==> src/rtl/oob_link_sup_pkg.sv <==
// Shared types and helpers for the OOB link supervisor: the state encoding,
// SATA generation codes and timeout scaling by clock speed grade.
package oob_link_sup_pkg;

   typedef enum logic [2:0] {
      WAIT_GTX,
      RST,
      WAIT_LINK,
      LINK,
      FAIL,
      RATE
   } state_e;

   localparam logic [1:0] GEN1 = 2'd1;
   localparam logic [1:0] GEN2 = 2'd2;
   localparam logic [1:0] GEN3 = 2'd3;

   // Timeouts are specified at 75 MHz; faster usrclk2 grades need more cycles.
   function automatic int scale_timeout(input int cycles, input int grade);
      return cycles * grade;
   endfunction

endpackage

==> src/rtl/oob_link_sup_timer.sv <==
// Loadable down-counter shared by every timed supervisor state. It stops at
// zero and flags expiry while the count is zero.
module oob_link_sup_timer #(
   parameter int W = 8
) (
   input  logic         clk_i,
   input  logic         rst_i,
   input  logic         load_i,
   input  logic [W-1:0] load_val_i,
   output logic         expired_o
);

   localparam logic [W-1:0] ONE = W'(1);

   logic [W-1:0] cnt_q;

   // Reload on request, otherwise count down and hold at zero.
   always_ff @(posedge clk_i) begin
      if (rst_i) begin
         cnt_q <= '0;
      end else if (load_i) begin
         cnt_q <= load_val_i;
      end else if (cnt_q != '0) begin
         cnt_q <= cnt_q - ONE;
      end
   end

   assign expired_o = (cnt_q == '0);

endmodule

==> src/rtl/oob_link_sup.sv <==
// OOB link supervisor: sequences OOB controller reset, bring-up timeouts,
// retries and Gen-rate fallback via a req/ack handshake with the GTX rate logic.
// Optional build macro OOB_LINK_SUP_STATS_EN adds link_drops_o/attempts_o
// saturating statistics counters.
module oob_link_sup
   import oob_link_sup_pkg::*;
#(
   parameter int CLK_SPEED_GRADE = 1,
   parameter int MAX_GEN         = 2,
   parameter int RST_CYCLES      = 16,
   parameter int LINK_TIMEOUT    = 32768,
   parameter int RETRIES_PER_GEN = 2,
   parameter int RATE_TIMEOUT    = 4096
) (
   input  logic        clk_i,
   input  logic        rst_i,
   input  logic        gtx_ready_i,
   input  logic        phy_ready_i,
   input  logic        comreset_req_i,
   output logic        oob_rst_o,
   output logic [1:0]  rate_sel_o,
   output logic        rate_req_o,
   input  logic        rate_ack_i,
   output logic [1:0]  link_gen_o,
   output logic        busy_o,
   output logic        err_nolink_o,
   output logic        err_rate_o
`ifdef OOB_LINK_SUP_STATS_EN
   ,
   output logic [15:0] link_drops_o,
   output logic [15:0] attempts_o
`endif
);

   localparam int              LINK_CYC  = scale_timeout(LINK_TIMEOUT, CLK_SPEED_GRADE);
   localparam int              TW        = $clog2(LINK_CYC + 1);
   localparam int              RW        = $clog2(RETRIES_PER_GEN + 1);
   localparam logic [TW-1:0]   RST_LOAD  = TW'(RST_CYCLES - 1);
   localparam logic [TW-1:0]   LINK_LOAD = TW'(LINK_CYC - 1);
   localparam logic [TW-1:0]   RATE_LOAD = TW'(RATE_TIMEOUT - 1);
   localparam logic [1:0]      MAX_SEL   = 2'(MAX_GEN);

   state_e          state_q, state_d;
   logic            oob_rst_q, oob_rst_d;
   logic [1:0]      rate_sel_q, rate_sel_d;
   logic            rate_req_q, rate_req_d;
   logic [1:0]      link_gen_q, link_gen_d;
   logic            busy_q, busy_d;
   logic            err_nolink_q, err_nolink_d;
   logic            err_rate_q, err_rate_d;
   logic [RW-1:0]   retry_cnt_q, retry_cnt_d;
   logic            timer_load;
   logic [TW-1:0]   timer_val;
   logic            timer_exp;

   oob_link_sup_timer #(.W(TW)) u_timer (
      .clk_i      (clk_i),
      .rst_i      (rst_i),
      .load_i     (timer_load),
      .load_val_i (timer_val),
      .expired_o  (timer_exp)
   );

   // Next-state and next-output decode; outputs are derived from the next
   // state so they are registered together with it.
   always_comb begin
      // NOTE: every variable gets a default first so no path leaves a latch.
      state_d      = state_q;
      rate_sel_d   = rate_sel_q;
      err_nolink_d = err_nolink_q;
      err_rate_d   = err_rate_q;
      retry_cnt_d  = retry_cnt_q;

      if (!gtx_ready_i && state_q != WAIT_GTX) begin
         // Losing the transceiver overrides everything else in flight.
         state_d = WAIT_GTX;
      end else begin
         case (state_q)
            WAIT_GTX:  if (gtx_ready_i) state_d = RST;
            RST:       if (timer_exp) state_d = WAIT_LINK;
            WAIT_LINK: begin
               // A link arriving on the expiry cycle still counts as success.
               if (phy_ready_i) begin
                  state_d      = LINK;
                  err_nolink_d = 1'b0;
               end else if (comreset_req_i) begin
                  state_d = RST;
               end else if (timer_exp) begin
                  state_d = FAIL;
               end
            end
            LINK: begin
               if (!phy_ready_i) begin
                  // Lost link gets a fresh retry budget at the same rate.
                  state_d     = RST;
                  retry_cnt_d = '0;
               end else if (comreset_req_i) begin
                  state_d = RST;
               end
            end
            FAIL: begin
               if (int'(retry_cnt_q) + 1 < RETRIES_PER_GEN) begin
                  retry_cnt_d = retry_cnt_q + RW'(1);
                  state_d     = RST;
               end else begin
                  retry_cnt_d = '0;
                  state_d     = RATE;
                  if (rate_sel_q > GEN1) begin
                     rate_sel_d = rate_sel_q - 2'd1;
                  end else begin
                     // Every rate failed: flag it and start over from the top.
                     err_nolink_d = 1'b1;
                     rate_sel_d   = MAX_SEL;
                  end
               end
            end
            RATE: begin
               if (rate_ack_i) begin
                  state_d = RST;
               end else if (timer_exp) begin
                  err_rate_d = 1'b1;
                  state_d    = WAIT_GTX;
               end
            end
            default: state_d = WAIT_GTX;
         endcase
      end

      // FAIL keeps the OOB controller in reset so each attempt window is exact.
      oob_rst_d  = (state_d inside {WAIT_GTX, RST, FAIL, RATE});
      rate_req_d = (state_d == RATE);
      busy_d     = (state_d != LINK);
      link_gen_d = (state_d == LINK) ? rate_sel_q : 2'd0;

      // Every transition changes state, so a state change is a timer reload.
      timer_load = (state_d != state_q);
      case (state_d)
         RST:       timer_val = RST_LOAD;
         WAIT_LINK: timer_val = LINK_LOAD;
         RATE:      timer_val = RATE_LOAD;
         default:   timer_val = '0;
      endcase
   end

   // State and registered outputs with synchronous reset.
   always_ff @(posedge clk_i) begin
      // NOTE: sequential state uses non-blocking assignments only.
      if (rst_i) begin
         state_q      <= WAIT_GTX;
         oob_rst_q    <= 1'b1;
         rate_sel_q   <= MAX_SEL;
         rate_req_q   <= 1'b0;
         link_gen_q   <= 2'd0;
         busy_q       <= 1'b1;
         err_nolink_q <= 1'b0;
         err_rate_q   <= 1'b0;
         retry_cnt_q  <= '0;
      end else begin
         state_q      <= state_d;
         oob_rst_q    <= oob_rst_d;
         rate_sel_q   <= rate_sel_d;
         rate_req_q   <= rate_req_d;
         link_gen_q   <= link_gen_d;
         busy_q       <= busy_d;
         err_nolink_q <= err_nolink_d;
         err_rate_q   <= err_rate_d;
         retry_cnt_q  <= retry_cnt_d;
      end
   end

   assign oob_rst_o    = oob_rst_q;
   assign rate_sel_o   = rate_sel_q;
   assign rate_req_o   = rate_req_q;
   assign link_gen_o   = link_gen_q;
   assign busy_o       = busy_q;
   assign err_nolink_o = err_nolink_q;
   assign err_rate_o   = err_rate_q;

`ifdef OOB_LINK_SUP_STATS_EN
   logic [15:0] link_drops_q, attempts_q;
   logic        drop_evt, fail_evt;

   assign drop_evt = (state_q == LINK) && gtx_ready_i && !phy_ready_i;
   assign fail_evt = (state_d == FAIL) && (state_q != FAIL);

   // Saturating counts of link drops and failed bring-up attempts.
   always_ff @(posedge clk_i) begin
      if (rst_i) begin
         link_drops_q <= 16'd0;
         attempts_q   <= 16'd0;
      end else begin
         if (drop_evt && link_drops_q != 16'hFFFF) link_drops_q <= link_drops_q + 16'd1;
         if (fail_evt && attempts_q != 16'hFFFF)   attempts_q   <= attempts_q + 16'd1;
      end
   end

   assign link_drops_o = link_drops_q;
   assign attempts_o   = attempts_q;
`endif

endmodule
==> config.mk <==
export PLATFORM = sky130hd
export DESIGN_NAME = oob_link_sup
export DESIGN_NICKNAME = d
export VERILOG_FILES = /design/src/rtl/oob_link_sup_pkg.sv /design/src/rtl/oob_link_sup_timer.sv /design/src/rtl/oob_link_sup.sv
export SDC_FILE = /design/constraint.sdc
export NUM_CORES = 1
export LEC_CHECK = 0
export BUFFER_PORTS_ARGS = -buffer_cell sky130_fd_sc_hd__buf_4
export CELL_PAD_IN_SITES_DETAIL_PLACEMENT = 1
export CELL_PAD_IN_SITES_GLOBAL_PLACEMENT = 1
export CORE_MARGIN = 8
export CORE_UTILIZATION = 44
export DETAILED_ROUTE_END_ITERATION = 16
export HOLD_SLACK_MARGIN = 0.06
export PLACE_DENSITY_LB_ADDON = 0.1
export SLEW_MARGIN = 20
export SYNTH_ARGS = -nofsm -noshare
export SYNTH_HDL_FRONTEND = slang
export SYNTH_SLANG_ARGS = --single-unit
export TNS_END_PERCENT = 100
==> constraint.sdc <==
create_clock -name clk_i -period 3.7 [get_ports clk_i]
set_input_delay 0.185 -clock clk_i [delete_from_list [all_inputs] [get_ports clk_i]]
set_output_delay 0.185 -clock clk_i [all_outputs]
set_load 0.02 [all_outputs]
# ---- Word-level counts from Yosys, hierarchy flattened
# Cells that the tools add are included.
dict set report classes {
  n_mux 23
  div_mod_pow 0
  n_eq_ne 16
  shifts 0
  n_mul 0
  magnitude_cmp 2
  n_bitwise 4
  n_addsub 4
  reduce_logical 16
}
# cell count
set ops {}
lappend ops {{15-bit case mux with 3 select lines} 1}
lappend ops {{3-bit two-way mux} 11}
lappend ops {{16-bit two-way mux} 2}
lappend ops {{3-bit case mux with 6 select lines} 1}
lappend ops {{16-bit logical NOT} 1}
lappend ops {{16-bit nonzero test} 1}
lappend ops {{16-bit by 1-bit subtractor with 16-bit output (second input constant)} 1}
lappend ops {{3-bit by 2-bit == test with 1-bit output (second input constant)} 4}
lappend ops {{3-bit == test (second input constant)} 4}
lappend ops {{2-bit inequality test (second input constant)} 4}
lappend ops {{3-bit by 1-bit == test with 1-bit output (second input constant)} 2}
lappend ops {{3-bit logical NOT} 2}
lappend ops {{2-bit two-way mux} 3}
lappend ops {{3-bit AND reduction} 2}
lappend ops {{2-bit nonzero test} 3}
lappend ops {{5-bit AND reduction} 1}
lappend ops {{1-bit inverter} 4}
lappend ops {{2-bit case mux with 2 select lines} 1}
lappend ops {{4-bit AND reduction} 1}
lappend ops {{4-bit nonzero test} 1}
lappend ops {{2-bit by 1-bit adder with 3-bit output (second input constant)} 1}
lappend ops {{3-bit by 2-bit < comparator with 1-bit output (second input constant)} 1}
lappend ops {{1-bit two-way mux} 3}
lappend ops {{3-bit by 2-bit inequality test with 1-bit output (second input constant)} 1}
lappend ops {{9 further kinds} 9}
dict set report word_totals {
  word_cells 75
  latch_bits 0
  output_inout_bits 9
  regBits 30
  input_bits 6
  mem_count 0
  rom_bits 0
  mem_bits_rw 0
}

# ---- Depth between registers and ports, before layout
# Gate-level depths: netlist of the first run.
dict set report depth {
  word_depth 9
  ltp_mapped 10
}

# ---- By module
# Synthesis of the first run repeated with hierarchy kept, for this count alone.
dict set report hier_totals {
  cells_unflattened 212
  hier_area_um2 1765.4
}
# mod cells_per_inst instances area_each_um2
set modules_own_cells {}
lappend modules_own_cells {oob_link_sup_timer 116 1 964.7}
lappend modules_own_cells {oob_link_sup 96 1 800.8}

# ---- Worst setup path before layout of the first run
# No wires, ideal clock.
dict set report synth_timing {
  path_type {register to register}
  start {reg u_timer.cnt_q[0]}
  end {reg u_timer.cnt_q[10]}
  arrival_time_ps 2937
  period_less_slack_ps 3023
  required_ps 3614
  stages_incl_launch_ff 11
  setup_slack_ps 677
  path_cell_list {dfxtp_1 > inv_1 > ha_1 > or4b_2 > or4_1 > buf_2 > o311ai_4 > mux2i_1 > a211oi_4 > buf_6 > a211oi_1}
}
dict set report synth_via {
  elab_chain_len 9
}
# item line
set synth_rtl {}
lappend synth_rtl {{start: declaration} oob_link_sup_timer.sv:15} ;# logic [W-1:0] cnt_q;
lappend synth_rtl {{start signal: assignment} oob_link_sup_timer.sv:22} ;# cnt_q <= load_val_i;
lappend synth_rtl {{start signal: assignment} oob_link_sup_timer.sv:24} ;# cnt_q <= cnt_q - ONE;
lappend synth_rtl {{16-bit logical NOT} oob_link_sup_timer.sv:28} ;# assign expired_o = (cnt_q == '0);
lappend synth_rtl {{3-bit two-way mux} oob_link_sup.sv:88} ;# end else if (timer_exp) begin
lappend synth_rtl {{3-bit two-way mux} oob_link_sup.sv:86} ;# end else if (comreset_req_i) begin
lappend synth_rtl {{3-bit two-way mux} oob_link_sup.sv:83} ;# if (phy_ready_i) begin
lappend synth_rtl {{3-bit case mux with 6 select lines} oob_link_sup.sv:78} ;# case (state_q)
lappend synth_rtl {{3-bit two-way mux} oob_link_sup.sv:74} ;# if (!gtx_ready_i && state_q != WAIT_GTX) begin
lappend synth_rtl {{3-bit == test, or another cell as far along} oob_link_sup.sv:137} ;# case (state_d)
lappend synth_rtl {{15-bit case mux with 3 select lines} oob_link_sup.sv:137}
lappend synth_rtl {{16-bit two-way mux} oob_link_sup_timer.sv:21} ;# end else if (load_i) begin
# Parallel ways exist; a longest one is shown, timed or not. The select of a mux whose other input is x is not followed.
# A chain may end at the register's enable or synchronous reset.

# ---- Worst setup path in the final report of the first run
# Ends and elaborated chain as after synthesis.

==> flow_summary.yaml, run 1 <==
placement:
  placedInstanceArea_mm2: 0.00183
  dp.cells: 247
  dp_hpwl_um: 3350
  io_buffers: 14
  gp_congestion: 0.910
clock_network:
  cts.htree.levels: 2
  clock_sink_count: 30
  cts-root-buf: "clkbuf_8"
  clkTransAtPathRegs_ns: 0.06
  cts_tree: "built"
  cts_resized: 0
  cts.path.max_buffers: 2
  cts_made_buffers: 5
  post_cts_buffers: 0
  cts_hold_buf: 0
  clkLatencyLatePin_ns: 0.28
drt:
  ant_nets: 0
  wl_um: 4610
  firstDrtPassIters: 4
  drtIter0Drc: 66
  drc: 0
  vias: 1531
  wl_per_cell_um: 18.2
  via_per_inst: 6.03
timing:
  hold_viol: 0
  max_clock_freq_ghz: 0.288
  drv_slew: 0
  fin_crit_ns: 3.48
  worst_slew_pin_slew_ns: 1.03
  skew_ns: 0.00415
  fin_crit_sh: 0.940
  setup_viol: 0
  maxSlewHeadroom: 0.316
  finalSetupTns_ns: 0
  hold_slack_ns: 0.235
  rsz0062_at_grt: "no"
floorplan:
  boundaryPins: 15
  coreArea_mm2: 0.00369
  die_h_um: 78.1
  dieWidth_um: 78.1
  dieArea_mm2: 0.00611
  rows: 22
  initial_utilization: 0.461
global_route:
  grt_max_degree: 27
  antenna_found_initial: 0
  gr-usage-met2: 0.258
  grt_pass1_wl_um: 8070
  top_usage_layer: "met2"
  grt_use_met3: 0.0547
  grt_use_met1: 0.207
  gr-total-overflow: 0
  grt_usage: 0.163
  grt_pass1_vias: 1600
logic_synthesis:
  synth_ff_type: "dfxtp_1"
  synth_enable_flop_cells: 0
  synth.avg_cell_area_um2: 8.71
  ys_ff_latch: 30
  synth_area_mm2: 0.00170
  yosysTopAreaCell: "dfxtp_1"
  synthArstFlopShare: 0
  synth_fp_nets: 204
  synth_warnings: 0
  synth_top_area_share: 0.353
  netlist_instances: 195
  synth_cell_types: 51
  synth-seq-area-share: 0.353
  synth_area_leaders: "dfxtp_1 35%, a211oi_1 7.1%, xor2_1 5.2%"
  ys_top_cells_by_count: "30 x dfxtp_1, 16 x a211oi_1, 14 x nor2_1"
  synthMostInstantiatedCell: "dfxtp_1"
final_layout:
  layout-drive-gt1-share: 0.165
  final_area_mm2: 0.00191
  finalCoreUtilization: 0.517
  fin_cells: 254
  fill_cells: 459
  multi_input_comb_area_mm2: 0.00100
  antenna_cells: 0
  seqCellArea_um2: 601
  fin_nets: 215
  area_growth_pct: 12.2
power_and_ir_drop:
  p_int_uw: 938
  ir_worst_vdd_mv: 0.486
  power_frac_clock: 0.141
  p_per_area_mw_per_mm2: 902
  p_leak_nw: 0.720
  swShare: 0.455
  p_sw_uw: 782
  share_comb_of_total_power: 0.563
  seq_power_share: 0.295
setup_path:
  arrival_ns: 3.60
  ff2ff_path_depth: 9
  cp.depth: 9
  cpPeakStageDelay_ns: 0.63
  cp_cell_sequence: "inv_1, ha_1, or4b_2, or4_1, o21ai_1, nand3_1, a211oi_4, buf_4, a211oi_1"
  path_class: "reg2reg"
  reg2reg_from: "u_timer.cnt_q[0]"
  slowest_stage: "or4b_2"
  cp_top_family: "simple AND/OR/NAND/NOR gates"
  r2r_slack_ns: 0.22
  cp-startpoint: "u_timer.cnt_q[0]"
  cp_data_required_time_ns: 3.83
  end_kind: "flop"
  worstPathMaxFanout: 10
  worst_r2r_endpoint: "u_timer.cnt_q[10]"
  critPathCapture: "u_timer.cnt_q[10]"
  crit_buf_inv: 2
  start_kind: "flop"
flow_run:
  maxCapViolations: 0
worst_hold_path:
  worstHoldPathType: "in2reg"
status:
  status: "finished clean"
per-stage QoR:
stage	setup WS, ns	total power [mW]
2_1_floorplan	0.677	1.24
3_3_place_gp	0.369	1.42
3_5_place_dp	0.261	1.46
4_1_cts	0.235	1.72
5_1_grt	0.00883	1.87
6_report	0.224	1.72
worst min-delay path, cell delays in order:
cell,delay [ns]
buf_4,0.15
o311ai_4,0.09
nor3_1,0.05
logic make-up (layout without fill, tap and decap cells):
| logic type | after synthesis | after routing | share of synthesized area |
|---|---|---|---|
| compound gates | 57 | 57 | 0.270 |
| xor+xnor | 13 | 13 | 0.0670 |
| fa+ha+maj | 3 | 3 | 0.0221 |
| buf+inv | 22 | 33 | 0.0567 |
| flops | 30 | 30 | 0.353 |
| mux | 2 | 2 | 0.0125 |
| simple gates | 68 | 68 | 0.219 |
state kept, by name, indices dropped and copies added, names as in the netlist:
signal         cells
busy_o             1
err_nolink_o       1
err_rate_o         1
link_gen_o         2
oob_rst_o          1
rate_req_o         1
rate_sel_o         2
retry_cnt_q        2
state_q            3
u_timer.cnt_q     16
how the worst min path moves through the flow:
stage | start | to | cells past startpoint
6_report | gtx_ready_i | rate_req_o | 3
5_1_grt | gtx_ready_i | rate_req_o | 3
4_1_cts | gtx_ready_i | rate_req_o | 3
3_5_place_dp | retry_cnt_q[1] | retry_cnt_q[1] | 2
3_3_place_gp | err_rate_o | err_rate_o | 2
2_1_floorplan | gtx_ready_i | rate_req_o | 2
metal layers:
layer | routed length (µm) | vias up | share of wire
met5 | 0 | - | 0
met4 | 56 | 0 | 0.012
met3 | 161 | 5 | 0.035
met2 | 2140 | 18 | 0.46
met1 | 2250 | 755 | 0.49
li1 | - | 753 | -
final cells by class:
cell class / instances / share of cell area
Tap cell: 48 / 0.0315
Clock inverter: 2 / 0.00525
Clock buffer: 5 / 0.0361
Sequential cell: 30 / 0.315
Multi-Input combinational cell: 143 / 0.526
Timing Repair Buffer: 18 / 0.0709
Inverter: 8 / 0.0157
cells in the final DEF, fill, tap and decap left out, types with 2 or more instances in the layout:
cell type  count
a2111oi_0      2
a211oi_1      16
a21oi_1        6
a221o_1        2
and3_1         2
buf_4         18
clkbuf_8       5
clkinv_2       2
dfxtp_1       30
ha_1           3
inv_1          8
nand2_1       13
nand2b_1       5
nand3_1        4
nor2_1        14
nor3_1        10
nor4_1         3
nor4b_1        2
o211ai_1      11
o21ai_0        3
o21ai_1        2
or3_1          3
or4_1          4
or4b_2         2
xnor2_1        3
xor2_1        10
power groups by stage:
stage          registers (mW)  clock network (mW)  logic (mW)
4_1_cts                 0.505               0.253       0.966
6_report                0.508               0.243       0.970
3_3_place_gp            0.502                   0       0.916
3_5_place_dp            0.510                   0       0.952
5_1_grt                 0.519               0.268        1.08
2_1_floorplan           0.483                   0       0.755
Power figures use the tool's default switching activity.
==> run 2: changes to the inputs <==
Settings changed: CORE_ASPECT_RATIO from default to 1.75, CTS_BUF_LIST from default to sky130_fd_sc_hd__clkbuf_16.
==> run 2 against run 1 <==
Wire length is 5.5% higher. Combinational power grew 2%. Register-to-register slack about the same. Final cell count increased by 0.79%. Via count down 0.26%. Total power rose by 13%. Critical path type unchanged. Critical endpoint is now u_timer.cnt_q[5]. Largest cell class unchanged. Largest power group unchanged.
==> flow_summary.yaml, run 2 (same netlist as run 1, synthesis figures left out) <==
final_layout:
  final_common_cell: "dfxtp_1"
  fin_nets: 217
  top_regs: "u_timer.cnt_q: 16 flops, state_q: 3 flops"
  top_register: "u_timer.cnt_q"
  fill_cells: 471
  largest_reg_flops: 16
  area_growth_pct: 18.0
  layout_common_cells: "30 x dfxtp_1, 20 x buf_4, 16 x a211oi_1"
  layout-drive-gt1-share: 0.173
  antenna_cells: 0
floorplan:
  rows: 30
  coreArea_mm2: 0.00379
  boundaryPins: 15
  dieArea_mm2: 0.00618
  initial_utilization: 0.448
  dieWidth_um: 63.0
  die_h_um: 98.2
placement:
  gp_congestion: 0.938
  io_buffers: 14
  dp_hpwl_um: 3650
setup_path:
  end_kind: "flop"
  start_kind: "flop"
  cp_data_required_time_ns: 3.88
  path_class: "reg2reg"
  r2r_slack_ns: 0.21
  ff2ff_path_depth: 9
  arrival_ns: 3.67
  worst_r2r_endpoint: "u_timer.cnt_q[5]"
  worstPathMaxFanout: 8
  reg2reg_from: "u_timer.cnt_q[0]"
worst_hold_path:
  hold_path_depth: 3
  whs_endpoint: "rate_req_o"
  min-delay-start: "gtx_ready_i"
  worstHoldPathType: "in2reg"
global_route:
  grt_usage: 0.163
  antenna_found_initial: 0
  grt_max_degree: 27
  grt_pass1_vias: 1617
  gr-total-overflow: 0
  grt_pass1_wl_um: 8220
timing:
  fin_crit_sh: 0.942
  hold_slack_ns: 0.261
  fin_crit_ns: 3.49
  finalSetupTns_ns: 0
  rsz0062_at_grt: "no"
  skew_ns: 0.00353
  drv_slew: 0
  maxSlewHeadroom: 0.528
  setup_viol: 0
  max_clock_freq_ghz: 0.287
  worst_slew_pin_slew_ns: 0.707
  hold_viol: 0
drt:
  vias: 1527
  firstDrtPassIters: 4
  wl_um: 4860
  wl_per_cell_um: 19.0
  via_per_inst: 5.96
  drc: 0
  ant_nets: 0
  drtIter0Drc: 26
clock_network:
  cts_tree: "built"
  clkLatencyLatePin_ns: 0.27
  cts-root-buf: "clkbuf_16"
  cts.path.max_buffers: 2
  clkTransAtPathRegs_ns: 0.05
  clock_sink_count: 30
  cts.htree.levels: 2
  cts_made_buffers: 5
power_and_ir_drop:
  p_sw_uw: 806
  share_comb_of_total_power: 0.509
  power_frac_clock: 0.232
  p_int_mw: 1.14
  p_per_area_mw_per_mm2: 970
  seq_power_share: 0.259
  ir_worst_vdd_mv: 0.450
  p_leak_nw: 0.764
  swShare: 0.415
status:
  status: "finished clean"
flow_run:
  maxCapViolations: 0
## run 2: cell types whose count changed in the layout (fill, tap and decap cells not counted), sizes merged
| cell | change |
|---|---|
| buf | +2 |
| bufinv | +1 |
| clkinv | -1 |
## run 2: worst max-delay path, stage by stage (launching register included)
cell and delay (ns):
dfxtp_1 0.33, inv_1 0.11, ha_1 0.24, or4b_2 0.63
or4_1 0.62, o311ai_4 0.40, mux2i_1 0.54, a211oi_4 0.13
buf_4 0.20, a211oi_1 0.20
## run 2: power by group through the flow
stage | logic, mW | registers [mW] | clock network (mW)
floorplan | 0.755 | 0.483 | 0
global placement | 0.931 | 0.505 | 0
detailed placement | 0.967 | 0.511 | 0
CTS | 0.980 | 0.504 | 0.456
global route | 1.10 | 0.515 | 0.465
finish | 0.989 | 0.504 | 0.452
## run 2: cell type report
type / instances / area (µm²) / share of cell area
timing repair buffer: 20 / 150 / 0.0749
clock inverter: 2 / 33.8 / 0.0168
multi-input combinational: 143 / 1010 / 0.502
tap: 48 / 60.1 / 0.0299
sequential: 30 / 601 / 0.299
clock buffer: 5 / 125 / 0.0624
inverter: 8 / 30.0 / 0.0150
## run 2: worst max-delay path by stage
stage	end	from	slack (ns)
6_report	u_timer.cnt_q[5]	u_timer.cnt_q[0]	0.21
3_5_place_dp	u_timer.cnt_q[5]	u_timer.cnt_q[1]	0.21
5_1_grt	u_timer.cnt_q[5]	u_timer.cnt_q[0]	0.04
4_1_cts	u_timer.cnt_q[5]	u_timer.cnt_q[0]	0.13
2_1_floorplan	u_timer.cnt_q[10]	u_timer.cnt_q[0]	0.68
3_3_place_gp	u_timer.cnt_q[4]	u_timer.cnt_q[0]	0.38
## run 2: what timing repair did
| item | CTS | global route |
|---|---|---|
| setup endpoints to repair | 0 | 9 |
| buffers inserted | 0 | 2 |
| resized for setup | 0 | 1 |
| hold endpoints to repair | 0 | 0 |
| hold buffers | 0 | 0 |
## run 2: per-stage QoR
step           area, µm²   util  total power [mW]  cells  worst slack [ns]
2_1_floorplan       1700      -              1.24    195             0.677
3_3_place_gp        1830  0.482              1.44    247             0.380
3_5_place_dp        1830  0.482              1.48    247             0.214
4_1_cts             1990  0.524              1.94    254             0.130
5_1_grt             2010  0.529              2.07    256            0.0379
6_report            2010  0.529              1.94    256             0.214
## run 2: per-layer routing
layer	share of wire	track usage	up-vias
met3	0.027	0.0310	12
met5	0	0	-
met1	0.37	0.159	738
met2	0.57	0.310	24
met4	0.028	0.0848	0
li1	-	-	753
